File: config.mk
export PLATFORM = sky130hd
export DESIGN_NAME = pyramid_controller
export DESIGN_NICKNAME = d
export VERILOG_FILES = /design/src/rtl/pyramid_controller.sv
export SDC_FILE = /design/constraint.sdc
export NUM_CORES = 1
export LEC_CHECK = 0
export CAP_MARGIN = 10
export CORE_AREA = 2 2 121 240
export CTS_CLUSTER_SIZE = 10
export DETAILED_ROUTE_END_ITERATION = 8
export DIE_AREA = 0 0 123 242
export PLACE_DENSITY = 0.62
export SETUP_SLACK_MARGIN = 0.5
export SLEW_MARGIN = 15
export SYNTH_ARGS = -nofsm -noshare
export SYNTH_HDL_FRONTEND = slang
export SYNTH_SLANG_ARGS = --single-unit
File: constraint.sdc
create_clock -name clk -period 8.7 [get_ports clk]
set_input_delay 1.74 -clock clk [delete_from_list [all_inputs] [get_ports clk]]
set_output_delay 1.74 -clock clk [all_outputs]
set_load 0.01 [all_outputs]
File: src/rtl/pyramid_controller.sv
// pyramid_controller
// Game-level sequencer for the Q*bert pyramid. Holds Q*bert's cube coordinate,
// animates jumps between cube points, tracks which cubes have been visited and
// flags level completion. Optional feature macro: LIVES_EN (adds a lives counter
// and a terminal game-over state).
//
// Ports:
//   clk, reset        system clock, synchronous active-low reset
//   frame_tick        one-cycle pulse per video frame, paces jump/fall animation
//   jump_req/jump_dir held jump request and direction (0=DL 1=DR 2=UL 3=UR)
//   jump_ack          one-cycle pulse when a request is accepted
//   qbert_x/qbert_y   Q*bert screen point for the cube generators
//   qbert_row/col     current cube coordinate (valid while idle)
//   rd_row/rd_col     visited-bit read address; rd_visited one cycle later
//   visited_cnt       number of visited cubes; level_done when all visited
//   falling           high while falling off the pyramid
//   lives             (LIVES_EN only) remaining lives
module pyramid_controller #(
    parameter int ROWS       = 7,
    parameter int X_ORIGIN   = 100,
    parameter int Y_ORIGIN   = 400,
    parameter int XSTEP      = 60,
    parameter int YDIAG_DEMI = 40,
    parameter int JUMP_LOG2  = 3
) (
    input  logic        clk,
    input  logic        reset,
    input  logic        frame_tick,
    input  logic        jump_req,
    input  logic [1:0]  jump_dir,
    output logic        jump_ack,
    output logic [10:0] qbert_x,
    output logic [9:0]  qbert_y,
    output logic [2:0]  qbert_row,
    output logic [2:0]  qbert_col,
    input  logic [2:0]  rd_row,
    input  logic [2:0]  rd_col,
    output logic        rd_visited,
    output logic [5:0]  visited_cnt,
    output logic        level_done,
    output logic        falling
`ifdef LIVES_EN
    ,
    output logic [1:0]  lives
`endif
);

    localparam int N         = ROWS * (ROWS + 1) / 2;
    localparam int IW        = $clog2(N);
    localparam int FALL_STEP = XSTEP >> 1;

    typedef enum logic [2:0] {
        StIdle, StJump, StLand, StFall, StRespawn, StGameover
    } state_e;

    state_e                 state_q, state_d;
    logic [2:0]             row_q, row_d, col_q, col_d;
    logic [2:0]             tr_q, tr_d, tc_q, tc_d;
    logic [JUMP_LOG2-1:0]   k_q, k_d, kn;
    logic [10:0]            sx_q, sx_d, qx_q, qx_d;
    logic [9:0]             sy_q, sy_d, qy_q, qy_d;
    logic [N-1:0]           visited_q, visited_d;
    logic [5:0]             cnt_q, cnt_d;
    logic                   ack_q, ack_d;
    logic                   rdv_q, rdv_d;
    logic [IW-1:0]          land_idx;
    int                     ntr, ntc, ix, iy, fx;
`ifdef LIVES_EN
    logic [1:0]             lives_q, lives_d;
`endif

    function automatic logic [10:0] pos_x(input logic [2:0] r);
        int v;
        v = X_ORIGIN + int'(r) * XSTEP;
        return v[10:0];
    endfunction

    function automatic logic [9:0] pos_y(input logic [2:0] r, input logic [2:0] c);
        int v;
        v = Y_ORIGIN - int'(r) * YDIAG_DEMI + 2 * int'(c) * YDIAG_DEMI;
        return v[9:0];
    endfunction

    // Row-major triangular index: row r starts at r*(r+1)/2.
    function automatic logic [IW-1:0] cube_idx(input logic [2:0] r, input logic [2:0] c);
        int v;
        v = int'(r) * (int'(r) + 1) / 2 + int'(c);
        return v[IW-1:0];
    endfunction

    assign land_idx = cube_idx(tr_q, tc_q);

    always_ff @(posedge clk) begin
        if (!reset) begin
            state_q   <= StIdle;
            row_q     <= 3'd0;
            col_q     <= 3'd0;
            tr_q      <= 3'd0;
            tc_q      <= 3'd0;
            k_q       <= '0;
            sx_q      <= pos_x(3'd0);
            sy_q      <= pos_y(3'd0, 3'd0);
            qx_q      <= pos_x(3'd0);
            qy_q      <= pos_y(3'd0, 3'd0);
            visited_q <= N'(1);
            cnt_q     <= 6'd1;
            ack_q     <= 1'b0;
            rdv_q     <= 1'b0;
`ifdef LIVES_EN
            lives_q   <= 2'd3;
`endif
        end else begin
            state_q   <= state_d;
            row_q     <= row_d;
            col_q     <= col_d;
            tr_q      <= tr_d;
            tc_q      <= tc_d;
            k_q       <= k_d;
            sx_q      <= sx_d;
            sy_q      <= sy_d;
            qx_q      <= qx_d;
            qy_q      <= qy_d;
            visited_q <= visited_d;
            cnt_q     <= cnt_d;
            ack_q     <= ack_d;
            rdv_q     <= rdv_d;
`ifdef LIVES_EN
            lives_q   <= lives_d;
`endif
        end
    end

    always_comb begin
        state_d   = state_q;
        row_d     = row_q;
        col_d     = col_q;
        tr_d      = tr_q;
        tc_d      = tc_q;
        k_d       = k_q;
        sx_d      = sx_q;
        sy_d      = sy_q;
        qx_d      = qx_q;
        qy_d      = qy_q;
        visited_d = visited_q;
        cnt_d     = cnt_q;
        ack_d     = 1'b0;
        rdv_d     = 1'b0;
`ifdef LIVES_EN
        lives_d   = lives_q;
`endif
        kn  = k_q + JUMP_LOG2'(1);
        ntr = int'(row_q);
        ntc = int'(col_q);
        ix  = 0;
        iy  = 0;
        fx  = int'(qx_q) + FALL_STEP;

        if (int'(rd_row) < ROWS && rd_col <= rd_row) begin
            rdv_d = visited_q[cube_idx(rd_row, rd_col)];
        end

        case (jump_dir)
            2'd0:    begin ntr = int'(row_q) + 1; ntc = int'(col_q);     end
            2'd1:    begin ntr = int'(row_q) + 1; ntc = int'(col_q) + 1; end
            2'd2:    begin ntr = int'(row_q) - 1; ntc = int'(col_q) - 1; end
            default: begin ntr = int'(row_q) - 1; ntc = int'(col_q);     end
        endcase

        case (state_q)
            StIdle: begin
                if (jump_req && !level_done) begin
                    ack_d = 1'b1;
                    sx_d  = qx_q;
                    sy_d  = qy_q;
                    k_d   = '0;
                    if (ntc >= 0 && ntc <= ntr && ntr < ROWS) begin
                        tr_d    = ntr[2:0];
                        tc_d    = ntc[2:0];
                        state_d = StJump;
                    end else begin
                        state_d = StFall;
                    end
                end
            end
            StJump: begin
                if (frame_tick) begin
                    if (k_q == JUMP_LOG2'(2 ** JUMP_LOG2 - 1)) begin
                        qx_d    = pos_x(tr_q);
                        qy_d    = pos_y(tr_q, tc_q);
                        state_d = StLand;
                    end else begin
                        // Linear interpolation; arithmetic shift keeps upward moves signed.
                        ix   = int'(sx_q) +
                               (((int'(pos_x(tr_q)) - int'(sx_q)) * int'(kn)) >>> JUMP_LOG2);
                        iy   = int'(sy_q) +
                               (((int'(pos_y(tr_q, tc_q)) - int'(sy_q)) * int'(kn)) >>> JUMP_LOG2);
                        qx_d = ix[10:0];
                        qy_d = iy[9:0];
                        k_d  = kn;
                    end
                end
            end
            StLand: begin
                row_d = tr_q;
                col_d = tc_q;
                if (!visited_q[land_idx]) begin
                    visited_d[land_idx] = 1'b1;
                    cnt_d               = cnt_q + 6'd1;
                end
                state_d = StIdle;
            end
            StFall: begin
                if (frame_tick) begin
                    qx_d = (fx > 2047) ? 11'd2047 : fx[10:0];
                    if (k_q == JUMP_LOG2'(2 ** JUMP_LOG2 - 1)) begin
                        state_d = StRespawn;
                    end else begin
                        k_d = kn;
                    end
                end
            end
            StRespawn: begin
`ifdef LIVES_EN
                if (lives_q <= 2'd1) begin
                    lives_d = 2'd0;
                    state_d = StGameover;
                end else begin
                    lives_d = lives_q - 2'd1;
                    row_d   = 3'd0;
                    col_d   = 3'd0;
                    qx_d    = pos_x(3'd0);
                    qy_d    = pos_y(3'd0, 3'd0);
                    state_d = StIdle;
                end
`else
                row_d   = 3'd0;
                col_d   = 3'd0;
                qx_d    = pos_x(3'd0);
                qy_d    = pos_y(3'd0, 3'd0);
                state_d = StIdle;
`endif
            end
            StGameover: begin
                state_d = StGameover;
            end
            default: begin
                state_d = StIdle;
            end
        endcase
    end

    assign jump_ack    = ack_q;
    assign qbert_x     = qx_q;
    assign qbert_y     = qy_q;
    assign qbert_row   = row_q;
    assign qbert_col   = col_q;
    assign rd_visited  = rdv_q;
    assign visited_cnt = cnt_q;
    assign level_done  = (cnt_q == 6'(N));
    assign falling     = (state_q == StFall);
`ifdef LIVES_EN
    assign lives       = lives_q;
`endif

endmodule
==> summary.md <==
| Metric | Value |
|---|---|
| Status | completed |
| TritonCTS clock tree | built |
| Finished Core Util | 39.9% |
| Starting DRT DRC Count | 345 |
| PostCTS Resize Cnt | 0 |
| Max Buffers Root-to-Sink | 2 |
| Skew final | 7.58 ps |
| First-pass DRT Iterations | 4 |
| Cells after Synth | between 1,000 and 1,500 |
| Ratio of cells with drive above 1 in the final layout | 4.29% |
| Fraction of registers with async set/reset | 0% |
| CP Launch Point | tr_q[0]$_SDFFE_PN0P_ |
| Startpoint Class | flip-flop |
| Per-cell routed wire length | 16.6 um |
| Post-Syn Area | 0.0102 mm^2 |
| Worst-skew pair later-pin latency | 370 ps |
| Final hold violations | 0 |
| Hold Crit Class | reg2reg |
| ANT nets after route | 0 |
| Worst-margin pin slew | 1010 ps |
| Port bufs | 48 |
| Proportion of netlist area held by the largest area contributor | approximately a fifth |
| CP required | 8940 ps |
| Register area | 0.00192 mm^2 |
| Initial Utilization | 36.2% |
| Register area share after synthesis | 18.9% |
| Final WL | about 27,000 um |
| Via Count | 8,776 |
| IO Pins | 49 |
| Fin crit share | 86.0% |
| PwrDens | about 310 mW/mm^2 |
| Clock root buffer master | clkbuf_16 |
| Worst path most repeated cell | ha_1 |
| Vias in the first global route | 8,990 |
| Ant diodes | 0 |
| Final #Nets | 1,466 |
| Multi-input gate area | between 0.007 and 0.008 mm^2 |
| Slew HR | approximately 32% |
| Cell taking the most area after synthesis | dfxtp_1 |
| GP Congestion | 0.896 |
| Worst flop-to-flop path startpoint | tr_q[0]$_SDFFE_PN0P_ |
| Fmax | 0.134 GHz |
| Die X-Extent | 123 um |
| WHS | between 400 and 500 ps |
| Leak | about 5 nW |
| R2R cell count | 26 |
| Layout area overhead | 10.4% |
| GRT Util Overall | between 10% and 20% |
| Worst Hold Depth | 2 |
| Slowest-stage cell, CP | dfxtp_1 |
| FP Rows | 87 |
| Core box area | 0.0281 mm^2 |
| Die H | 242 um |
| Setup TNS | 0 ps |
| Critical path class | reg2reg |
| Post-synth top flop | dfxtp_1 |
| CP Max Fanout | 16 |
| Pin count of the biggest net entering global routing | 56 |
| Largest stage delay on the critical path | 780 ps |
| Setup violators final | 0 |
| Antenna violations before repair | 0 |
| Die ar. | 0.0298 mm^2 |
| Grt ovf | 0 |
| Htree depth | 3 |
| Top cells by area, synth | dfxtp_1 (19%), ha_1 (18%), fa_1 (6.5%) |
| EDFF count, synth | 0 |
| Post-synth top cells | inv_1 (166), ha_1 (143), nand2_1 (109) |
| Slew Limit Fails | 0 |
| Hpwl dp | 22,100 um |
| Filler instances | roughly 2,900 |
| Syn Area/Cell | 8.08 um^2 |
| Vias per inst | 5.35 |
| Wire length of the first global-routing pass | 44,700 um |
| Clock slew at reported path FFs | 70 ps |
| Yosys cell types | 73 |
| Unrepaired setup endpoints after global routing | no |
| Critical Path AT | 7730 ps |
| Synthesized flop and latch total | 96 |
| Crit path time final | between 7000 and 8000 ps |
| Most frequent cell after synthesis | inv_1 |
| CP Capture Type | flip-flop |
| Pre-CTS setup slack | 1300 ps |
| Max Cap Viol | 0 |
| Hold buffer count at cts | 0 |
| Clock sink count | 96 |
| Synthesis Warnings | 0 |
| Cts bufs inserted | 9 |
| DRC violations left | 0 |
| Worst VDD drop | 0.105 mV |
| Setup bufs post-CTS | 0 |
| Syn nets | 1,445 |
| Final WS setup | around 1200 ps |
| Min-delay src | sy_q[9]$_SDFFE_PN0P_ |
[cells by family after synthesis]
family,Yosys count,share of synthesized area [%]
fa+ha+maj,176,24.1
xor+xnor,84,7.74
simple gates,388,19.4
flops,96,18.9
buf+inv,211,8.27
compound gates,276,17.2
mux,26,4.37
[path summary, 6_finish.rpt]
path | end | slack [ps]
max | qbert_x[10]$_SDFFE_PN0P_ | 1210
max reg2reg | qbert_x[10]$_SDFFE_PN0P_ | 1210
min | sy_q[9]$_SDFFE_PN0P_ | 470
min reg2reg | sy_q[9]$_SDFFE_PN0P_ | 470
[registers in the layout, summed over array words and instances (netlist names)]
signal	count
qbert_col	3
qbert_row	3
visited_cnt	6
qbert_y	10
k_q	3
jump_ack	1
visited_q	28
state_q	3
tc_q	3
tr_q	3
sx_q	11
qbert_x	11
sy_q	10
rd_visited	1
[routing by layer]
metal	share of wire [%]	vias up	track usage (%)	wire length, um
met5	0	-	0	0
met4	5.1	0	10.3	1400
met3	2.4	70	1.86	656
met2	57	171	37.6	15600
met1	35	4182	18.4	9540
li1	-	4353	-	-
[placed cells by master (no fill, tap or decap), drive strengths merged, types with 6 or more instances in the layout]
master,count
dfxtp,96
a21o,16
mux2i,11
nor2b,26
o21a,9
nand2b,23
and3,10
a22o,7
o21ai,66
nand2,109
and2,42
buf,8
mux4,13
xnor2,51
or2,7
ha,143
nor2,78
o211ai,11
o21bai,6
nor3,21
a22oi,9
fa,33
a211oi,14
nand3,30
clkbuf,10
xor2,30
a21oi,80
inv,171
a31oi,20
clkdlybuf4s50,47
or3,10
nand4,8
[area by class of cell]
type                       instances  area share, %
multi-input combinational        950           66.0
sequential                        96           17.1
inverter                         166           5.56
timing repair buffer              55           4.71
tap                              356           3.97
clock buffer                      10           2.13
clock inverter                     6          0.502
[per-stage QoR]
| step | area, um^2 | cells | total power [mW] |
|---|---|---|---|
| after floorplan | 10200 | 1257 | 2.52 |
| after CTS | 11200 | 1639 | 3.50 |
| after global routing | 11200 | 1639 | 3.84 |
| final | 11200 | 1639 | 3.49 |
| after detailed placement | 10900 | 1623 | 3.07 |
| after global placement | 10900 | 1623 | 3.04 |
[power by group]
| group | total, mW | switching (mW) | internal (mW) | leakage, nW |
|---|---|---|---|---|
| combinational | 2.54 | 1.41 | 1.13 | 4.09 |
| clock | 0.406 | 0.197 | 0.209 | 0.144 |
| sequential | 0.542 | 0.0650 | 0.477 | 0.778 |
| total | 3.49 | 1.67 | 1.82 | 5.01 |
[worst max-delay path, delay by kind of cell, from the launching register on]
kind                       cells  cell delay (ps)
DFF                            1              780
adders and majority gates      8             2880
buffers and inverters          2               90
xor gates and xnor gates       6             1210
AOI/OAI and AO/OA              7             1680
and+or+nand+nor                3              700
Power figures use the tool's default switching activity.
